`src/rtl/ysyx_24080014_alu_mc_if.sv`:
```
// Decode-to-execute-to-writeback handshake bundle for the multi-cycle execute unit.
// Upstream side is valid/ready on operands; downstream side is valid/ready on results.
interface ysyx_24080014_alu_mc_if #(
    parameter int XLEN = 32
);
    logic            in_valid;
    logic            in_ready;
    logic [4:0]      op;
    logic [XLEN-1:0] a;
    logic [XLEN-1:0] b;
    logic [XLEN-1:0] pc;
    logic [XLEN-1:0] imm;
    logic            out_valid;
    logic            out_ready;
    logic [XLEN-1:0] result;
    logic            br_taken;
    logic            err;

    modport master (
        output in_valid, op, a, b, pc, imm, out_ready,
        input  in_ready, out_valid, result, br_taken, err
    );

    modport slave (
        input  in_valid, op, a, b, pc, imm, out_ready,
        output in_ready, out_valid, result, br_taken, err
    );
endinterface

```
`src/rtl/ysyx_24080014_alu_mc.sv`:
```
// Execute unit: ALU, branch/next-PC, iterative MUL/DIV when YSYX_24080014_ALU_MULDIV_EN is defined.
// Latency 1 (ALU/branch/illegal/div special case), XLEN+1 for mul/div; in_ready low while busy or result stalled.
module ysyx_24080014_alu_mc #(
    parameter int XLEN = 32,
    parameter int SHW  = $clog2(XLEN)
) (
    input  logic                    clk,
    input  logic                    rst,
    ysyx_24080014_alu_mc_if.slave   bus
);
    localparam logic [4:0] OP_ADD   = 5'd0;
    localparam logic [4:0] OP_SUB   = 5'd1;
    localparam logic [4:0] OP_AND   = 5'd2;
    localparam logic [4:0] OP_OR    = 5'd3;
    localparam logic [4:0] OP_XOR   = 5'd4;
    localparam logic [4:0] OP_SLL   = 5'd5;
    localparam logic [4:0] OP_SRL   = 5'd6;
    localparam logic [4:0] OP_SRA   = 5'd7;
    localparam logic [4:0] OP_SLT   = 5'd8;
    localparam logic [4:0] OP_SLTU  = 5'd9;
    localparam logic [4:0] OP_PASSB = 5'd10;
    localparam logic [4:0] OP_BEQ   = 5'd11;
    localparam logic [4:0] OP_BNE   = 5'd12;
    localparam logic [4:0] OP_BLT   = 5'd13;
    localparam logic [4:0] OP_BGE   = 5'd14;
    localparam logic [4:0] OP_BLTU  = 5'd15;
    localparam logic [4:0] OP_BGEU  = 5'd16;

`ifdef YSYX_24080014_ALU_MULDIV_EN
    localparam logic [4:0] OP_MUL    = 5'd17;
    localparam logic [4:0] OP_MULH   = 5'd18;
    localparam logic [4:0] OP_MULHSU = 5'd19;
    localparam logic [4:0] OP_MULHU  = 5'd20;
    localparam logic [4:0] OP_DIV    = 5'd21;
    localparam logic [4:0] OP_DIVU   = 5'd22;
    localparam logic [4:0] OP_REM    = 5'd23;
    localparam logic [4:0] OP_REMU   = 5'd24;
    localparam logic [XLEN-1:0] MOST_NEG = {1'b1, {(XLEN-1){1'b0}}};

    typedef enum logic [1:0] {S_IDLE, S_DONE, S_MUL, S_DIV} state_t;
`else
    typedef enum logic [1:0] {S_IDLE, S_DONE} state_t;
`endif

    state_t          r_state;
    state_t          w_next;
    logic            r_out_valid;
    logic [XLEN-1:0] r_result;
    logic            r_br;
    logic            r_err;

    logic            w_in_ready;
    logic            w_accept;
    logic            w_consume;
    logic            w_go_multi;
    logic            w_lt;
    logic            w_ltu;
    logic            w_br;
    logic            w_err;
    logic [XLEN-1:0] w_res;

    assign w_in_ready    = (r_state == S_IDLE) && (!r_out_valid || bus.out_ready);
    assign w_accept      = bus.in_valid && w_in_ready;
    assign w_consume     = r_out_valid && bus.out_ready;

    assign bus.in_ready  = w_in_ready;
    assign bus.out_valid = r_out_valid;
    assign bus.result    = r_result;
    assign bus.br_taken  = r_br;
    assign bus.err       = r_err;

`ifdef YSYX_24080014_ALU_MULDIV_EN
    logic [2*XLEN-1:0] r_prod;
    logic [XLEN-1:0]   r_mcand;
    logic [SHW-1:0]    r_cnt;
    logic              r_neg_q;
    logic              r_neg_r;
    logic              r_sel_hi;

    logic              w_is_mul, w_is_div, w_div_special, w_b_zero;
    logic              w_a_neg, w_b_neg;
    logic [XLEN-1:0]   w_a_mag, w_b_mag;
    logic [XLEN:0]     w_mul_sum;
    logic [2*XLEN-1:0] w_mul_next, w_mul_prod, w_div_next;
    logic [XLEN:0]     w_div_sh;
    logic              w_div_ge;
    logic [XLEN-1:0]   w_div_sub, w_q, w_r, w_mul_res, w_div_res;

    assign w_is_mul = (bus.op >= OP_MUL) && (bus.op <= OP_MULHU);
    assign w_is_div = (bus.op >= OP_DIV) && (bus.op <= OP_REMU);
    assign w_b_zero = (bus.b == '0);
    assign w_a_neg  = bus.a[XLEN-1] && (bus.op == OP_MUL || bus.op == OP_MULH ||
                      bus.op == OP_MULHSU || bus.op == OP_DIV || bus.op == OP_REM);
    assign w_b_neg  = bus.b[XLEN-1] && (bus.op == OP_MUL || bus.op == OP_MULH ||
                      bus.op == OP_DIV || bus.op == OP_REM);
    assign w_a_mag  = w_a_neg ? -bus.a : bus.a;
    assign w_b_mag  = w_b_neg ? -bus.b : bus.b;
    assign w_div_special = w_is_div && (w_b_zero ||
                           ((bus.op == OP_DIV || bus.op == OP_REM) &&
                            bus.a == MOST_NEG && bus.b == '1));
    assign w_go_multi = w_is_mul || (w_is_div && !w_div_special);

    // Shift-add: low half holds the remaining multiplier bits, high half the partial sum.
    assign w_mul_sum  = {1'b0, r_prod[2*XLEN-1:XLEN]} + (r_prod[0] ? {1'b0, r_mcand} : '0);
    assign w_mul_next = {w_mul_sum, r_prod[XLEN-1:1]};
    assign w_mul_prod = r_neg_q ? -w_mul_next : w_mul_next;
    assign w_mul_res  = r_sel_hi ? w_mul_prod[2*XLEN-1:XLEN] : w_mul_prod[XLEN-1:0];

    // Restoring divide: high half is the partial remainder, low half shifts dividend out, quotient in.
    assign w_div_sh   = {r_prod[2*XLEN-1:XLEN], r_prod[XLEN-1]};
    assign w_div_ge   = w_div_sh >= {1'b0, r_mcand};
    assign w_div_sub  = w_div_sh[XLEN-1:0] - r_mcand;
    assign w_div_next = w_div_ge ? {w_div_sub, r_prod[XLEN-2:0], 1'b1}
                                 : {w_div_sh[XLEN-1:0], r_prod[XLEN-2:0], 1'b0};
    assign w_q        = w_div_next[XLEN-1:0];
    assign w_r        = w_div_next[2*XLEN-1:XLEN];
    assign w_div_res  = r_sel_hi ? (r_neg_r ? -w_r : w_r) : (r_neg_q ? -w_q : w_q);
`else
    assign w_go_multi = 1'b0;
`endif

    always_comb begin
        w_res = '0;
        w_br  = 1'b0;
        w_err = 1'b0;
        w_lt  = $signed(bus.a) < $signed(bus.b);
        w_ltu = bus.a < bus.b;
        case (bus.op)
            OP_ADD:   w_res = bus.a + bus.b;
            OP_SUB:   w_res = bus.a - bus.b;
            OP_AND:   w_res = bus.a & bus.b;
            OP_OR:    w_res = bus.a | bus.b;
            OP_XOR:   w_res = bus.a ^ bus.b;
            OP_SLL:   w_res = bus.a << bus.b[SHW-1:0];
            OP_SRL:   w_res = bus.a >> bus.b[SHW-1:0];
            OP_SRA:   w_res = $unsigned($signed(bus.a) >>> bus.b[SHW-1:0]);
            OP_SLT:   w_res = XLEN'(w_lt);
            OP_SLTU:  w_res = XLEN'(w_ltu);
            OP_PASSB: w_res = bus.b;
            OP_BEQ:   w_br  = (bus.a == bus.b);
            OP_BNE:   w_br  = (bus.a != bus.b);
            OP_BLT:   w_br  = w_lt;
            OP_BGE:   w_br  = !w_lt;
            OP_BLTU:  w_br  = w_ltu;
            OP_BGEU:  w_br  = !w_ltu;
`ifdef YSYX_24080014_ALU_MULDIV_EN
            // Only reached for the divide special cases; regular mul/div go multi-cycle.
            OP_DIV, OP_DIVU: w_res = w_b_zero ? '1 : bus.a;
            OP_REM, OP_REMU: w_res = w_b_zero ? bus.a : '0;
            OP_MUL, OP_MULH, OP_MULHSU, OP_MULHU: w_res = '0;
`endif
            default:  w_err = 1'b1;
        endcase
        if (bus.op >= OP_BEQ && bus.op <= OP_BGEU)
            w_res = w_br ? (bus.pc + bus.imm) : (bus.pc + XLEN'(4));
    end

    always_ff @(posedge clk) begin
        if (rst) r_state <= S_IDLE;
        else     r_state <= w_next;
    end

    always_comb begin
        w_next = r_state;
        case (r_state)
            S_IDLE: begin
                if (r_out_valid && !bus.out_ready) w_next = S_DONE;
`ifdef YSYX_24080014_ALU_MULDIV_EN
                if (w_accept && w_go_multi) w_next = w_is_mul ? S_MUL : S_DIV;
`endif
            end
            S_DONE: if (bus.out_ready) w_next = S_IDLE;
`ifdef YSYX_24080014_ALU_MULDIV_EN
            S_MUL, S_DIV: if (r_cnt == '0) w_next = S_DONE;
`endif
            default: w_next = S_IDLE;
        endcase
    end

    always_ff @(posedge clk) begin
        if (rst) begin
            r_out_valid <= 1'b0;
            r_result    <= '0;
            r_br        <= 1'b0;
            r_err       <= 1'b0;
`ifdef YSYX_24080014_ALU_MULDIV_EN
            r_prod      <= '0;
            r_mcand     <= '0;
            r_cnt       <= '0;
            r_neg_q     <= 1'b0;
            r_neg_r     <= 1'b0;
            r_sel_hi    <= 1'b0;
`endif
        end else begin
            if (w_consume) begin
                r_out_valid <= 1'b0;
                r_br        <= 1'b0;
                r_err       <= 1'b0;
            end
            case (r_state)
                S_IDLE: begin
                    if (w_accept && !w_go_multi) begin
                        r_result    <= w_res;
                        r_br        <= w_br;
                        r_err       <= w_err;
                        r_out_valid <= 1'b1;
                    end
`ifdef YSYX_24080014_ALU_MULDIV_EN
                    if (w_accept && w_go_multi) begin
                        r_prod   <= {{XLEN{1'b0}}, w_a_mag};
                        r_mcand  <= w_b_mag;
                        r_cnt    <= SHW'(XLEN-1);
                        r_neg_q  <= w_a_neg ^ w_b_neg;
                        r_neg_r  <= w_a_neg;
                        r_sel_hi <= (bus.op == OP_MULH) || (bus.op == OP_MULHSU) ||
                                    (bus.op == OP_MULHU) || (bus.op == OP_REM) ||
                                    (bus.op == OP_REMU);
                    end
`endif
                end
`ifdef YSYX_24080014_ALU_MULDIV_EN
                // Last iteration and sign fix-up share a cycle so the result lands XLEN+1 after accept.
                S_MUL, S_DIV: begin
                    if (r_cnt == '0) begin
                        r_result    <= (r_state == S_MUL) ? w_mul_res : w_div_res;
                        r_out_valid <= 1'b1;
                    end else begin
                        r_prod <= (r_state == S_MUL) ? w_mul_next : w_div_next;
                        r_cnt  <= r_cnt - 1'b1;
                    end
                end
`endif
                default: ;
            endcase
        end
    end
endmodule

```
`src/flat_wrapper.sv`:
```
// flat-port wrapper written by rule: the top's interface ports become plain ports
module ysyx_24080014_alu_mc_flat 
#(
    parameter int XLEN = 32,
    parameter int SHW  = $clog2(XLEN)
)
  (clk, rst, bus_in_valid, bus_op, bus_a, bus_b, bus_pc, bus_imm, bus_out_ready, bus_in_ready, bus_out_valid, bus_result, bus_br_taken, bus_err);
  ysyx_24080014_alu_mc_if #(.XLEN(XLEN)) bus_i ();
  input  logic clk;
  input  logic rst;
  input wire logic [$bits(bus_i.in_valid)-1:0] bus_in_valid;
  input wire logic [$bits(bus_i.op)-1:0] bus_op;
  input wire logic [$bits(bus_i.a)-1:0] bus_a;
  input wire logic [$bits(bus_i.b)-1:0] bus_b;
  input wire logic [$bits(bus_i.pc)-1:0] bus_pc;
  input wire logic [$bits(bus_i.imm)-1:0] bus_imm;
  input wire logic [$bits(bus_i.out_ready)-1:0] bus_out_ready;
  output wire logic [$bits(bus_i.in_ready)-1:0] bus_in_ready;
  output wire logic [$bits(bus_i.out_valid)-1:0] bus_out_valid;
  output wire logic [$bits(bus_i.result)-1:0] bus_result;
  output wire logic [$bits(bus_i.br_taken)-1:0] bus_br_taken;
  output wire logic [$bits(bus_i.err)-1:0] bus_err;
  assign bus_i.in_valid = bus_in_valid;
  assign bus_i.op = bus_op;
  assign bus_i.a = bus_a;
  assign bus_i.b = bus_b;
  assign bus_i.pc = bus_pc;
  assign bus_i.imm = bus_imm;
  assign bus_i.out_ready = bus_out_ready;
  assign bus_in_ready = bus_i.in_ready;
  assign bus_out_valid = bus_i.out_valid;
  assign bus_result = bus_i.result;
  assign bus_br_taken = bus_i.br_taken;
  assign bus_err = bus_i.err;
  ysyx_24080014_alu_mc #(.XLEN(XLEN), .SHW(SHW)) u_core (.clk(clk), .rst(rst), .bus(bus_i));
endmodule
```
`config.mk`:
```
export PLATFORM = sky130hd
export DESIGN_NAME = ysyx_24080014_alu_mc_flat
export DESIGN_NICKNAME = d
export VERILOG_FILES = /design/src/rtl/ysyx_24080014_alu_mc_if.sv /design/src/rtl/ysyx_24080014_alu_mc.sv /design/src/flat_wrapper.sv
export SDC_FILE = /design/constraint.sdc
export NUM_CORES = 1
export LEC_CHECK = 0
export ABC_AREA = 1
export CAP_MARGIN = 0
export CORE_ASPECT_RATIO = 0.8
export CORE_UTILIZATION = 45
export DETAILED_ROUTE_END_ITERATION = 10
export PLACE_DENSITY = 0.67
export SLEW_MARGIN = 20
export SYNTH_ARGS = -nofsm -noshare
export SYNTH_HDL_FRONTEND = slang
export SYNTH_SLANG_ARGS = --single-unit
```
`constraint.sdc`:
```
create_clock -name clk -period 9.1 [get_ports clk]
set_clock_uncertainty 0.1 [all_clocks]
set_input_delay 2.73 -clock clk [delete_from_list [all_inputs] [get_ports clk]]
set_output_delay 2.73 -clock clk [all_outputs]
set_load 0.1 [all_outputs]
```
==> reports/qor.txt <==
Final TNS setup -> 0 ns
Placed cell areas -> 15900 um^2
Antenna Nets Post-Route -> 0
Clock Latency Late Sink -> 0.31 ns
DRT iter0 DRCs -> 3559
Slew Viols, Final -> 0
PostCTS Resize Cnt -> 0
Hold_ws -> 0.401 ns
Total power -> 1.41 mW
R2R Setup Slk -> 6.96 ns
RSZ-0062 raised after global routing -> false
# diodes -> 0
Crit Path Max Fanout -> 4
Htree depth -> 2
Reg-to-Reg End -> u_core.bus.result[27]$_SDFFE_PP0P_
Worst vdd rail ir drop -> 78.8 uV
Post-CTS Setup Bufs -> 0
Top-area cell type share of the netlist area -> 0.207
Hold Path Depth -> 2
Multi-input gate area -> 11700 um^2
Critical Path Start Type -> primary input
Slew headroom -> 0.125
Mapped Nets -> 2912
R2R cell count -> 11
Fin crit period -> 7.49 ns
Total GRT Usage -> 0.450
Static leakage power -> 7.63 nW
Synth Flop Type -> dfxtp_1
Largest family of logic cells by synthesized area -> simple AND/OR/NAND/NOR gates
Routed Wire Length -> 74.4 mm
Final setup vio count -> 0
Routed vias/inst -> 6.26
R2r startpoint -> u_core.bus.out_valid$_SDFF_PP0_
Busiest grt layer -> met1
IO buf count -> 172
Grt met1 use -> 0.668
Die height -> 160 um
Rows -> 57
CP startpoint -> bus_out_ready
Fraction of synthesized area in multiplexers -> 0.0107
Met3 GRT Util -> 0.175
Post-Synth Adder-Cell Area -> 0.126
FMAX -> 0.134 GHz
Simple-gate share of the synthesized area -> 0.422
Post-synth EDFFs -> 0
Synth cell types -> 55
CP arrival -> 4.66 ns
Worst-path clk slew -> 0.07 ns
WS Path Type -> in -> out
Crit path required time -> 6.27 ns
CTS tree -> yes
Hold Buf Count CTS -> 0
Largest cells by area after synthesis -> nand2_1 (21%), ha_1 (12%), o21ai_0 (9.0%)
Largest net degree at the start of global routing -> 69
Min-Delay Path Class -> reg -> reg
Final Cycle Share -> 0.823
Status -> completed
Max-cap viol count -> 0
Wire per inst -> 23.7 um
Residual DRC count -> 0
Final hold vios -> 0
1st-pass router iterations -> 9
Worst-case clock buffer depth -> 2
Cell Area, Synth -> 14000 um^2
#FFs+latches synth -> 36
Post-layout net count -> 3006
Ys Warns -> 0
Core Region -> 30500 um^2
Synthesized netlist cell count -> 2636
First-pass GRT wire length -> 106 mm
Top Ports -> 173
Compound-Gate Fraction of Synth Area -> 0.244
Synthesized area per cell -> 5.32 um^2
Power Density -> 87.5 nW/um^2
Initial cell density of the core -> 0.459
Die Area -> 31900 um^2
Fillers -> 3391
CTS Root Cell -> clkbuf_16
Sequential fraction of the synthesis area -> 0.0514
Die X -> 199 um
Sink Count -> 36
TritonCTS Buffers -> 5
Area Overhead vs Synth -> 14.6%
HP Start -> u_core.r_state[0]$_SDFFE_PP0P_
Met2 Track Usage GR -> 0.601
Asr flop ratio synth -> 0
RePlAce Congestion -> 1.09
CP Capture Type -> primary output
Slew @ Worst Pin -> 1.30 ns
WHS Endpoint -> u_core.r_state[0]$_SDFFE_PP0P_
Vias -> 19700
Vias in the first global route -> 17000
Initial antenna violation count -> 2
Synth Area in XOR/XNOR -> 0.0319
Design area -> 16100 um^2
Grt ovf -> 0
Layout cell share with drive strength beyond 1 -> 0.0436
Synth area leader -> nand2_1
Dpl hpwl -> 61.3 mm
Reg area -> 721 um^2
==> state kept, by name, summed over array words and instances (netlist names) <==
register / flops
u_core.bus.result: 32
u_core.bus.out_valid: 1
u_core.r_state: 1
u_core.bus.err: 1
u_core.bus.br_taken: 1
==> cell usage after synthesis (all sizes together) (5+ instances only) <==
cell type / number
a21boi: 10
a21o: 7
a21oi: 204
a221oi: 7
buf: 58
clkbuf: 49
dfxtp: 36
ha: 136
inv: 288
mux2i: 15
nand2: 781
nand3: 198
nand3b: 9
nand4: 46
nor2: 286
nor3: 54
nor4: 10
o2111ai: 5
o211ai: 39
o21a: 16
o21ai: 255
o21bai: 11
o22ai: 28
or2: 10
xnor2: 21
xor2: 30
==> metal layers <==
metal  up-vias  wire length (um)
li1       8938                 -
met1      9134             31700
met2      1468             28300
met3       144             12800
met4         4              1680
met5         -                23
==> critical path: stages <==
cell and delay (ns):
clkdlybuf4s50_1 0.54, nor2_1 0.08, nor2_1 0.14, clkdlybuf4s50_1 1.16
==> cells in the final DEF, fill, tap and decap left out, types with 7 or more instances in the layout <==
| cell | netlist | routed |
|---|---|---|
| nand3b_1 | 9 | 9 |
| nor2_2 | 11 | 12 |
| inv_1 | 266 | 266 |
| clkdlybuf4s50_1 | 0 | 169 |
| o21a_1 | 16 | 16 |
| a21oi_2 | 13 | 13 |
| ha_1 | 136 | 136 |
| o211ai_2 | 10 | 10 |
| a221oi_1 | 7 | 7 |
| buf_4 | 5 | 22 |
| or2_2 | 10 | 10 |
| nand2_1 | 775 | 775 |
| dfxtp_1 | 36 | 36 |
| nor4_1 | 10 | 10 |
| inv_2 | 21 | 21 |
| nand4_1 | 46 | 46 |
| o211ai_1 | 29 | 29 |
| xor2_1 | 30 | 30 |
| nor2_1 | 267 | 266 |
| nor3_1 | 53 | 53 |
| o21bai_1 | 11 | 11 |
| o21ai_0 | 251 | 251 |
| a21oi_1 | 190 | 190 |
| nor2_4 | 8 | 8 |
| xnor2_1 | 21 | 21 |
| o22ai_1 | 28 | 28 |
| nand3_1 | 194 | 194 |
| mux2i_1 | 15 | 15 |
| a21boi_0 | 10 | 10 |
| a21o_1 | 7 | 7 |
==> final cells by class <==
| type | count | share of cell area |
|---|---|---|
| inverter | 292 | 0.0685 |
| sequential | 36 | 0.0448 |
| tap | 413 | 0.0322 |
| clock buffer | 7 | 0.00950 |
| multi-input combinational | 2201 | 0.729 |
| timing repair buffer | 194 | 0.116 |
==> where the power goes <==
group | switching, mW | internal, mW | total, mW
Combinational | 0.728 | 0.296 | 1.02
Sequential | 0.00946 | 0.172 | 0.182
Clock | 0.0861 | 0.116 | 0.202
==> metrics by stage <==
| stage | worst slack (ns) | util | cells |
|---|---|---|---|
| 4_1_cts | 1.64 | 0.526 | 3143 |
| 3_5_place_dp | 1.64 | 0.521 | 3136 |
| 3_3_place_gp | 1.65 | 0.521 | 3136 |
| 6_report | 1.61 | 0.526 | 3143 |
| 2_1_floorplan | 2.22 | - | 2636 |
| 5_1_grt | 1.60 | 0.526 | 3143 |
==> cell families (layout without fill, tap and decap cells) <==
kind of cell	after synthesis	in the layout
fa+ha+maj	139	139
mux	15	15
xor+xnor	51	51
compound gates	597	597
flops	36	36
simple gates	1399	1399
buf+inv	399	493
==> how the worst max path moves through the flow <==
| stage | slack (ns) | cells after the start | to |
|---|---|---|---|
| final | 1.61 | 4 | bus_in_ready |
| after global routing | 1.60 | 4 | bus_in_ready |
| after CTS | 1.64 | 4 | bus_in_ready |
| after detailed placement | 1.64 | 4 | bus_in_ready |
| after global placement | 1.65 | 4 | bus_in_ready |
| after floorplan | 2.22 | 2 | bus_in_ready |
Power figures use the tool's default switching activity.
